[src/rtl/tmds_channel_decoder.sv]
// TMDS channel decoder: control-token word alignment, bitslip requests and 8b/10b data decode.
// Optional lock-loss counter output (loss_cnt) is enabled by defining TMDS_DEC_LOCKLOSS_CNT_EN.
//
// state     | meaning
// ----------+-----------------------------------------------------------------
// SEARCH    | counting consecutive control tokens; timeout requests a bitslip
// SLIP_WAIT | bitslip issued; deserializer settling, sym_in ignored for alignment
// LOCKED    | word boundary found; watchdog expects periodic control-token runs
module tmds_channel_decoder #(
    parameter int unsigned LOCK_RUN       = 8,
    parameter int unsigned SEARCH_TIMEOUT = 1024,
    parameter int unsigned SLIP_SETTLE    = 16,
    parameter int unsigned WDOG_W         = 21
) (
    input  logic       clk,
    input  logic       resetn,
    input  logic [9:0] sym_in,
    output logic [7:0] data_out,
    output logic       de,
    output logic       c0,
    output logic       c1,
    output logic       bitslip,
    output logic       aligned
`ifdef TMDS_DEC_LOCKLOSS_CNT_EN
    ,
    output logic [7:0] loss_cnt
`endif
);

    localparam int unsigned SRCH_W   = $clog2(SEARCH_TIMEOUT + 1);
    localparam int unsigned SETTLE_W = $clog2(SLIP_SETTLE + 2);

    localparam logic [SRCH_W-1:0]   SRCH_LAST   = SRCH_W'(SEARCH_TIMEOUT - 1);
    localparam logic [SETTLE_W-1:0] SETTLE_LAST = SETTLE_W'(SLIP_SETTLE);
    localparam logic [7:0]          RUN_LAST    = 8'(LOCK_RUN - 1);
    localparam logic [WDOG_W-1:0]   WDOG_PRE    = ~(WDOG_W'(1));

    typedef enum logic [1:0] {
        SEARCH    = 2'd0,
        SLIP_WAIT = 2'd1,
        LOCKED    = 2'd2
    } state_t;

    state_t state;
    state_t state_nxt;

    logic [7:0]          ctrl_run;
    logic [SRCH_W-1:0]   srch_cnt;
    logic [SETTLE_W-1:0] slip_cnt;
    logic [WDOG_W-1:0]   wdog;

    logic       is_ctrl;
    logic [1:0] ctrl_code;
    logic [7:0] q;
    logic [7:0] dec;
    logic [7:0] run_inc;
    logic       run_hit;

    logic [7:0] data_nxt;
    logic       de_nxt;
    logic [1:0] c_nxt;
    logic       bitslip_nxt;

    always_comb begin
        is_ctrl   = 1'b1;
        ctrl_code = 2'b00;
        case (sym_in)
            10'h354: ctrl_code = 2'b00;
            10'h0AB: ctrl_code = 2'b01;
            10'h154: ctrl_code = 2'b10;
            10'h2AB: ctrl_code = 2'b11;
            default: is_ctrl = 1'b0;
        endcase
    end

    always_comb begin
        q      = sym_in[9] ? ~sym_in[7:0] : sym_in[7:0];
        dec    = 8'h00;
        dec[0] = q[0];
        for (int i = 1; i < 8; i++) begin
            dec[i] = sym_in[8] ? (q[i] ^ q[i-1]) : ~(q[i] ^ q[i-1]);
        end
    end

    assign run_inc = is_ctrl ? (ctrl_run + 8'd1) : 8'd0;
    assign run_hit = is_ctrl && (ctrl_run == RUN_LAST);

    always_ff @(posedge clk or negedge resetn) begin
        if (!resetn) begin
            state <= SEARCH;
        end else begin
            state <= state_nxt;
        end
    end

    // Lock wins over the search timeout when both land on the same cycle.
    always_comb begin
        state_nxt = state;
        case (state)
            SEARCH: begin
                if (run_hit) begin
                    state_nxt = LOCKED;
                end else if (srch_cnt == SRCH_LAST) begin
                    state_nxt = SLIP_WAIT;
                end
            end
            SLIP_WAIT: begin
                if (slip_cnt == SETTLE_LAST) begin
                    state_nxt = SEARCH;
                end
            end
            LOCKED: begin
                if (!run_hit && (wdog == WDOG_PRE)) begin
                    state_nxt = SEARCH;
                end
            end
            default: state_nxt = SEARCH;
        endcase
    end

    // Outputs follow the state being entered so de never leads or lags aligned.
    always_comb begin
        bitslip_nxt = (state == SEARCH) && (state_nxt == SLIP_WAIT);
        de_nxt      = !is_ctrl && (state_nxt == LOCKED);
        data_nxt    = de_nxt ? dec : 8'h00;
        c_nxt       = is_ctrl ? ctrl_code : {c1, c0};
    end

    // Every counter falls back to zero unless its state keeps running it.
    always_ff @(posedge clk or negedge resetn) begin
        if (!resetn) begin
            ctrl_run <= 8'd0;
            srch_cnt <= '0;
            slip_cnt <= '0;
            wdog     <= '0;
        end else begin
            ctrl_run <= 8'd0;
            srch_cnt <= '0;
            slip_cnt <= '0;
            wdog     <= '0;
            case (state)
                SEARCH: begin
                    if (state_nxt == SEARCH) begin
                        ctrl_run <= run_inc;
                        srch_cnt <= srch_cnt + SRCH_W'(1);
                    end
                end
                SLIP_WAIT: begin
                    if (state_nxt == SLIP_WAIT) begin
                        slip_cnt <= slip_cnt + SETTLE_W'(1);
                    end
                end
                LOCKED: begin
                    if ((state_nxt == LOCKED) && !run_hit) begin
                        ctrl_run <= run_inc;
                        wdog     <= wdog + WDOG_W'(1);
                    end
                end
                default: ;
            endcase
        end
    end

    always_ff @(posedge clk or negedge resetn) begin
        if (!resetn) begin
            data_out <= 8'h00;
            de       <= 1'b0;
            c0       <= 1'b0;
            c1       <= 1'b0;
            bitslip  <= 1'b0;
        end else begin
            data_out <= data_nxt;
            de       <= de_nxt;
            c0       <= c_nxt[0];
            c1       <= c_nxt[1];
            bitslip  <= bitslip_nxt;
        end
    end

    assign aligned = (state == LOCKED);

`ifdef TMDS_DEC_LOCKLOSS_CNT_EN
    always_ff @(posedge clk or negedge resetn) begin
        if (!resetn) begin
            loss_cnt <= 8'h00;
        end else if ((state == LOCKED) && (state_nxt == SEARCH) && (loss_cnt != 8'hFF)) begin
            loss_cnt <= loss_cnt + 8'd1;
        end
    end
`endif

endmodule

[config.mk]
export PLATFORM = sky130hd
export DESIGN_NAME = tmds_channel_decoder
export DESIGN_NICKNAME = d
export VERILOG_FILES = /design/src/rtl/tmds_channel_decoder.sv
export SDC_FILE = /design/constraint.sdc
export NUM_CORES = 1
export LEC_CHECK = 0
export ABC_CLOCK_PERIOD_IN_PS = 3880
export BUFFER_PORTS_ARGS = -buffer_cell sky130_fd_sc_hd__buf_2
export CAP_MARGIN = 20
export CORE_MARGIN = 2
export CORE_UTILIZATION = 51
export DETAILED_ROUTE_END_ITERATION = 8
export PLACE_DENSITY = 0.73
export SLEW_MARGIN = 20
export SYNTH_ARGS = -nofsm -noshare
export SYNTH_HDL_FRONTEND = slang
export SYNTH_SLANG_ARGS = --single-unit
export TNS_END_PERCENT = 5
[constraint.sdc]
create_clock -name clk -period 3.88 [get_ports clk]
set_clock_uncertainty 0.2 [all_clocks]
set_input_delay 0 -clock clk [delete_from_list [all_inputs] [get_ports clk]]
set_output_delay 0 -clock clk [all_outputs]
set_load 0.03 [all_outputs]
==> impl_metrics.tcl, run 1 <==
set metrics [dict create \
    die_w_microns 79.49 \
    utilization_pct 63.17 \
    antenna_found_initial 0 \
    arrival_ns 2.50 \
    cts-resized-gates 0 \
    wl_mm 5.785 \
    drv_slew 0 \
    fin_crit_sh_pct 65.63 \
    grt_max_degree 60 \
    pre_cts_slack_ns 1.324 \
    hold_violations 0 \
    worst_slack_ns 1.334 \
    num_vias 2212 \
    intPower_w 0.001132 \
    start_kind "flip-flop" \
    die_h_microns 79.49 \
    p_leak_nw 1.501 \
    cts-root-buf "clkbuf_8" \
    worstSetupPathType "flip-flop to flip-flop" \
    rsz0062_at_grt "false" \
    yosysWarnings 0 \
    ys_seq_area_share_pct 50.80 \
    slew_headroom_pct 42.13 \
    synth_edf_count 0 \
    power.share.combinational_pct 5.2 \
    outcome "complete, no violations" \
    htree_levels 3 \
    postSynthCellCount 272 \
    fin_crit_ns 2.546 \
    reg2reg_to "ctrl_run[3]" \
    hold_buffers 15 \
    p_switching_w 0.0002770 \
    portBuffers 24 \
    clk_latency_ns 0.33 \
    drt_pass1_iterations 4 \
    max_freq_mhz 392.7 \
    numCtsBuffers 9 \
    final_common_cell "dfrtp_1" \
    setup_tns_ns 0 \
    clk_pin_slew_worst_paths_ns 0.07 \
    fillers 418 \
    cts_sinks 59 \
    tightest_slew_ns 0.8661 \
    die_area_sq_um 6319 \
    r2r_cells 4 \
    vias_per_cell 5.672 \
    timing.rr.start "ctrl_run[3]" \
    layout_common_cells "dfrtp_1, nor3_1, buf_2" \
    cp-startpoint "ctrl_run[3]" \
    post_cts_buffers 0 \
    placedCellCount 359 \
    synth_area_sq_um 2907 \
    area_delta_synth_final_pct 19.67 \
    regToRegSetupSlack_ns 1.33 \
    fp.coreArea_sq_um 5507 \
    rows 27 \
    dp_hpwl_mm 3.561 \
    synth_nets 290 \
    fin_cells 390 \
    io_pins 25 \
    power_frac_seq_pct 44.1 \
    swShare_pct 19.66 \
    grt_pass1_vias 2204 \
    gr-total-overflow 0 \
    grt_pass1_wl_mm 10.17 \
    cp_data_required_time_ns 3.83 \
    synth_cell_types 36 \
    power.clock.fraction_pct 50.7 \
    initial_core_util_pct 52.78 \
    clock_tree.buffer_depth 2 \
    synthArstFlopShare_pct 100.0 \
    grt_use_total_pct 20.87 \
    critPathMaxFanout 34 \
    routedWlPerCell_microns 14.83 \
    maxCapViolations 0 \
    post-route-drc-count 0 \
    syn_area_per_cell_sq_um 10.69 \
    nNetsFinal 331 \
    antennaDiodeCount 0 \
    ys_seq_elements 59 \
    gp_routability_congestion 0.8373 \
    ys.flop_type "dfrtp_1" \
    postRouteAntennaNets 0 \
    hp-class "primary input to asynchronous set/reset pin" \
    powerDensity_nw_per_um2 404.9 \
    drive_gt1_share_pct 14.78 \
    cts_tree "built" \
    finalSetupViolCount 0 \
    peakVddDrop_v 0.0002767 \
    endpoint_kind "flip-flop" \
    drtIter0Drc 137 \
]
-- state kept, by name, summed over array words and instances (netlist names) --
signal and cells:
srch_cnt 11, de 1, wdog 21, c0 1
c1 1, data_out 8, bitslip 1, state 2
ctrl_run 8, slip_cnt 5
-- area by class of cell --
type                            instances  area (sq um)  share of cell area, %
Clock buffer                           12         165.2                  4.748
Tap cell                               72         90.09                  2.590
Multi-Input combinational cell        196          1340                  38.53
Clock inverter                          4         95.09                  2.734
Inverter                                5         18.77                 0.5396
Timing Repair Buffer                   42         292.8                  8.417
Sequential cell                        59          1476                  42.45
-- metrics by stage --
| step | power [W] | instance area (sq um) | hold WS, ns |
|---|---|---|---|
| final | 0.001408 | 3478 | 0.1451 |
| after global routing | 0.001453 | 3478 | 0.2298 |
| after CTS | 0.001418 | 3478 | 0.1689 |
| after detailed placement | 0.0006864 | 3068 | -0.002250 |
| after global placement | 0.0006851 | 3068 | -0.005836 |
| after floorplan | 0.0006586 | 2907 | -0.4956 |
-- power by group through the flow --
stage	combinational [W]	clock [W]	sequential, W
after global placement	0.0000539	0	0.000631
after floorplan	0.0000219	0	0.000637
after detailed placement	0.0000549	0	0.000631
after global routing	0.0000808	0.000752	0.000620
after CTS	0.0000730	0.000725	0.000620
final	0.0000733	0.000715	0.000621
-- cells in the mapped netlist (all sizes together) (2+ instances only) --
master	count	share of area, %
and3	8	1.7
dfrtp	59	51
o31ai	4	1.0
inv	5	0.65
xor2	23	6.9
and4	6	1.8
nand3	17	3.1
nor3	30	5.2
o21ai	5	0.86
or4	4	1.0
nand2	14	1.8
or3	6	1.5
clkbuf	3	0.39
buf	9	2.5
a2111oi	3	0.90
a211oi	11	2.8
ha	6	2.6
nor3b	2	0.52
nor2	9	1.2
nor4	3	0.65
xnor2	19	5.7
a21oi	5	1.2
nand4	13	2.8
-- per-layer routing --
layer	GRT usage (%)	share of wire, %
met1	26.95	48
met2	33.53	48
met3	3.507	2.2
met4	11.21	2.1
met5	0	0
-- logic make-up after synthesis --
| group | count (synthesis) | share of synthesized area (%) |
|---|---|---|
| adders and majority gates | 6 | 2.583 |
| AOI/OAI and AO/OA | 32 | 8.007 |
| and+or+nand+nor | 116 | 22.39 |
| DFF | 59 | 50.80 |
| buffers and inverters | 17 | 3.573 |
| xor gates and xnor gates | 42 | 12.66 |
-- worst max-delay path by stage --
stage / endpoint / slack, ns / depth (start not counted)
global placement: state[0] / 1.39 / 4
floorplan: srch_cnt[3] / 1.88 / 5
detailed placement: ctrl_run[3] / 1.32 / 4
CTS: ctrl_run[3] / 1.30 / 4
finish: ctrl_run[3] / 1.33 / 4
global route: wdog[6] / 1.14 / 5
-- worst max-delay path, stage by stage, from the launching register on --
cell and delay, ns:
dfrtp_1 0.42, or4_1 0.54, or3_4 0.37, a21oi_4 0.67
a2111oi_0 0.16
Power figures use the tool's default switching activity.
==> run 2: changes to the inputs <==
--- a/config.mk
+++ b/config.mk
@@ -5,7 +5,7 @@
 export SDC_FILE = /design/constraint.sdc
 export NUM_CORES = 1
 export LEC_CHECK = 0
-export ABC_CLOCK_PERIOD_IN_PS = 3880
+export ABC_CLOCK_PERIOD_IN_PS = 2400
 export BUFFER_PORTS_ARGS = -buffer_cell sky130_fd_sc_hd__buf_2
 export CAP_MARGIN = 20
 export CORE_MARGIN = 2
==> constraint.sdc (replaced) <==
create_clock -name clk -period 2.4 [get_ports clk]
set_clock_uncertainty 0.2 [all_clocks]
set_input_delay 0 -clock clk [delete_from_list [all_inputs] [get_ports clk]]
set_output_delay 0 -clock clk [all_outputs]
set_load 0.03 [all_outputs]
==> impl_metrics.tcl, run 2 (synthesized netlist as in run 1, its figures left out) <==
set metrics [dict create \
    nNetsFinal 338 \
    layout_common_cells "dfrtp_1, nor3_1, buf_2" \
    timing.rr.start "ctrl_run[3]" \
    drt_pass1_iterations 4 \
    final_common_cell "dfrtp_1" \
    rsz0062_at_grt "false" \
    post-route-drc-count 0 \
    placedCellCount 364 \
    reg2reg_to "state[0]" \
    hp-class "primary input to asynchronous set/reset pin" \
    r2r_cells 5 \
    vias_per_cell 5.723 \
    grt_max_degree 39 \
    regMostFlops "wdog" \
    fp.coreArea_sq_um 5507 \
    drtIter0Drc 95 \
    initial_core_util_pct 52.78 \
    maxCapViolations 0 \
    grt_pass1_vias 2162 \
    wl_mm 5.835 \
    portBuffers 24 \
    die_h_microns 79.49 \
    clk_latency_ns 0.33 \
    fin_crit_ns 2.277 \
    critPathMaxFanout 5 \
    routedWlPerCell_microns 14.70 \
    grt_pass1_wl_mm 10.08 \
    tightest_slew_ns 0.8302 \
    grt_use_total_pct 20.89 \
    postRouteAntennaNets 0 \
    clk_pin_slew_worst_paths_ns 0.06 \
    max_freq_mhz 439.1 \
    gr-total-overflow 0 \
    p_leak_nw 1.519 \
    fin_cells 397 \
    largest_reg_flops 21 \
    gp_routability_congestion 0.8262 \
    num_vias 2272 \
    slew_headroom_pct 44.66 \
    powerDensity_nw_per_um2 594.7 \
    drv_slew 0 \
    drive_gt1_share_pct 16.00 \
    reg_top3 "wdog x21, srch_cnt x11" \
    start_kind "primary input" \
    io_pins 25 \
    rows 27 \
    numCtsBuffers 9 \
    fin_crit_sh_pct 94.89 \
    cts_tree "built" \
    cts_sinks 59 \
    finalSetupViolCount 0 \
    htree_levels 3 \
    antennaDiodeCount 0 \
    endpoint_kind "flip-flop" \
    regToRegSetupSlack_ns 0.20 \
    area_delta_synth_final_pct 21.05 \
    dp_hpwl_mm 3.752 \
    post_cts_buffers 0 \
    cts-root-buf "clkbuf_8" \
    outcome "complete, no violations" \
    setup_tns_ns 0 \
    arrival_ns 2.29 \
    hold_violations 0 \
    pre_cts_slack_ns 0.2109 \
    clock_tree.buffer_depth 2 \
    antenna_found_initial 0 \
    finalPower_w 0.002092 \
    fillers 437 \
    worstSetupPathType "primary input to flip-flop" \
    cp_data_required_time_ns 2.41 \
    die_area_sq_um 6319 \
    worst_slack_ns 0.1227 \
    die_w_microns 79.49 \
    peakVddDrop_v 0.0004214 \
]
==> run 2: per-layer routing <==
layer / vias up / routed length, microns / part of all wire, % / global-route usage, %
li1: 1094 / - / - / -
met1: 1119 / 2620 / 45 / 27.63
met2: 49 / 2877 / 49 / 32.35
met3: 10 / 228 / 3.9 / 4.638
met4: 0 / 109 / 1.9 / 10.52
met5: - / 0 / 0 / 0
==> run 2: final cells by class <==
| class | count | area (sq um) | share of cell area, % |
|---|---|---|---|
| inverters | 5 | 18.77 | 0.5334 |
| flip-flops and latches | 59 | 1476 | 41.96 |
| clock inverters | 5 | 77.57 | 2.205 |
| multi-input cells | 196 | 1349 | 38.34 |
| repair buffers | 49 | 375.4 | 10.67 |
| clock buffers | 11 | 131.4 | 3.734 |
| well taps | 72 | 90.09 | 2.560 |
==> run 2: how the worst max path moves through the flow <==
stage / start / to / cells after the start
floorplan: ctrl_run[3] / srch_cnt[3] / 5
global placement: ctrl_run[3] / state[0] / 5
detailed placement: ctrl_run[3] / state[0] / 5
CTS: sym_in[4] / c1 / 7
global route: sym_in[4] / c1 / 7
finish: sym_in[4] / c1 / 7
==> run 2: timing repair <==
item | in CTS | in global routing
resized for setup | 0 | 2
hold endpoints to repair | 46 | 1
setup endpoints to repair | 0 | 1
hold buffers | 16 | 1
==> run 2: where the power goes <==
group          switching (W)  internal (W)
clock network       0.000380      0.000581
registers         0.00000371      0.000999
logic              0.0000643     0.0000643
==> run 2: stage by stage <==
| stage | util [%] | hold slack (ns) | cell area, sq um |
|---|---|---|---|
| after global placement | 56.85 | -0.04692 | 3131 |
| after floorplan | - | -0.4956 | 2907 |
| final | 63.89 | 0.1086 | 3518 |
| after CTS | 63.55 | 0.03407 | 3500 |
| after detailed placement | 56.85 | -0.05078 | 3131 |
| after global routing | 63.89 | 0.2147 | 3518 |
==> run 2: worst max-delay path: stages <==
cell and delay, ns:
dlygate4sd3_1 0.54, buf_2 0.15, nand4bb_1 0.23, or4_4 0.50, a211oi_2 0.24, a21oi_1 0.06
dlygate4sd3_1 0.56
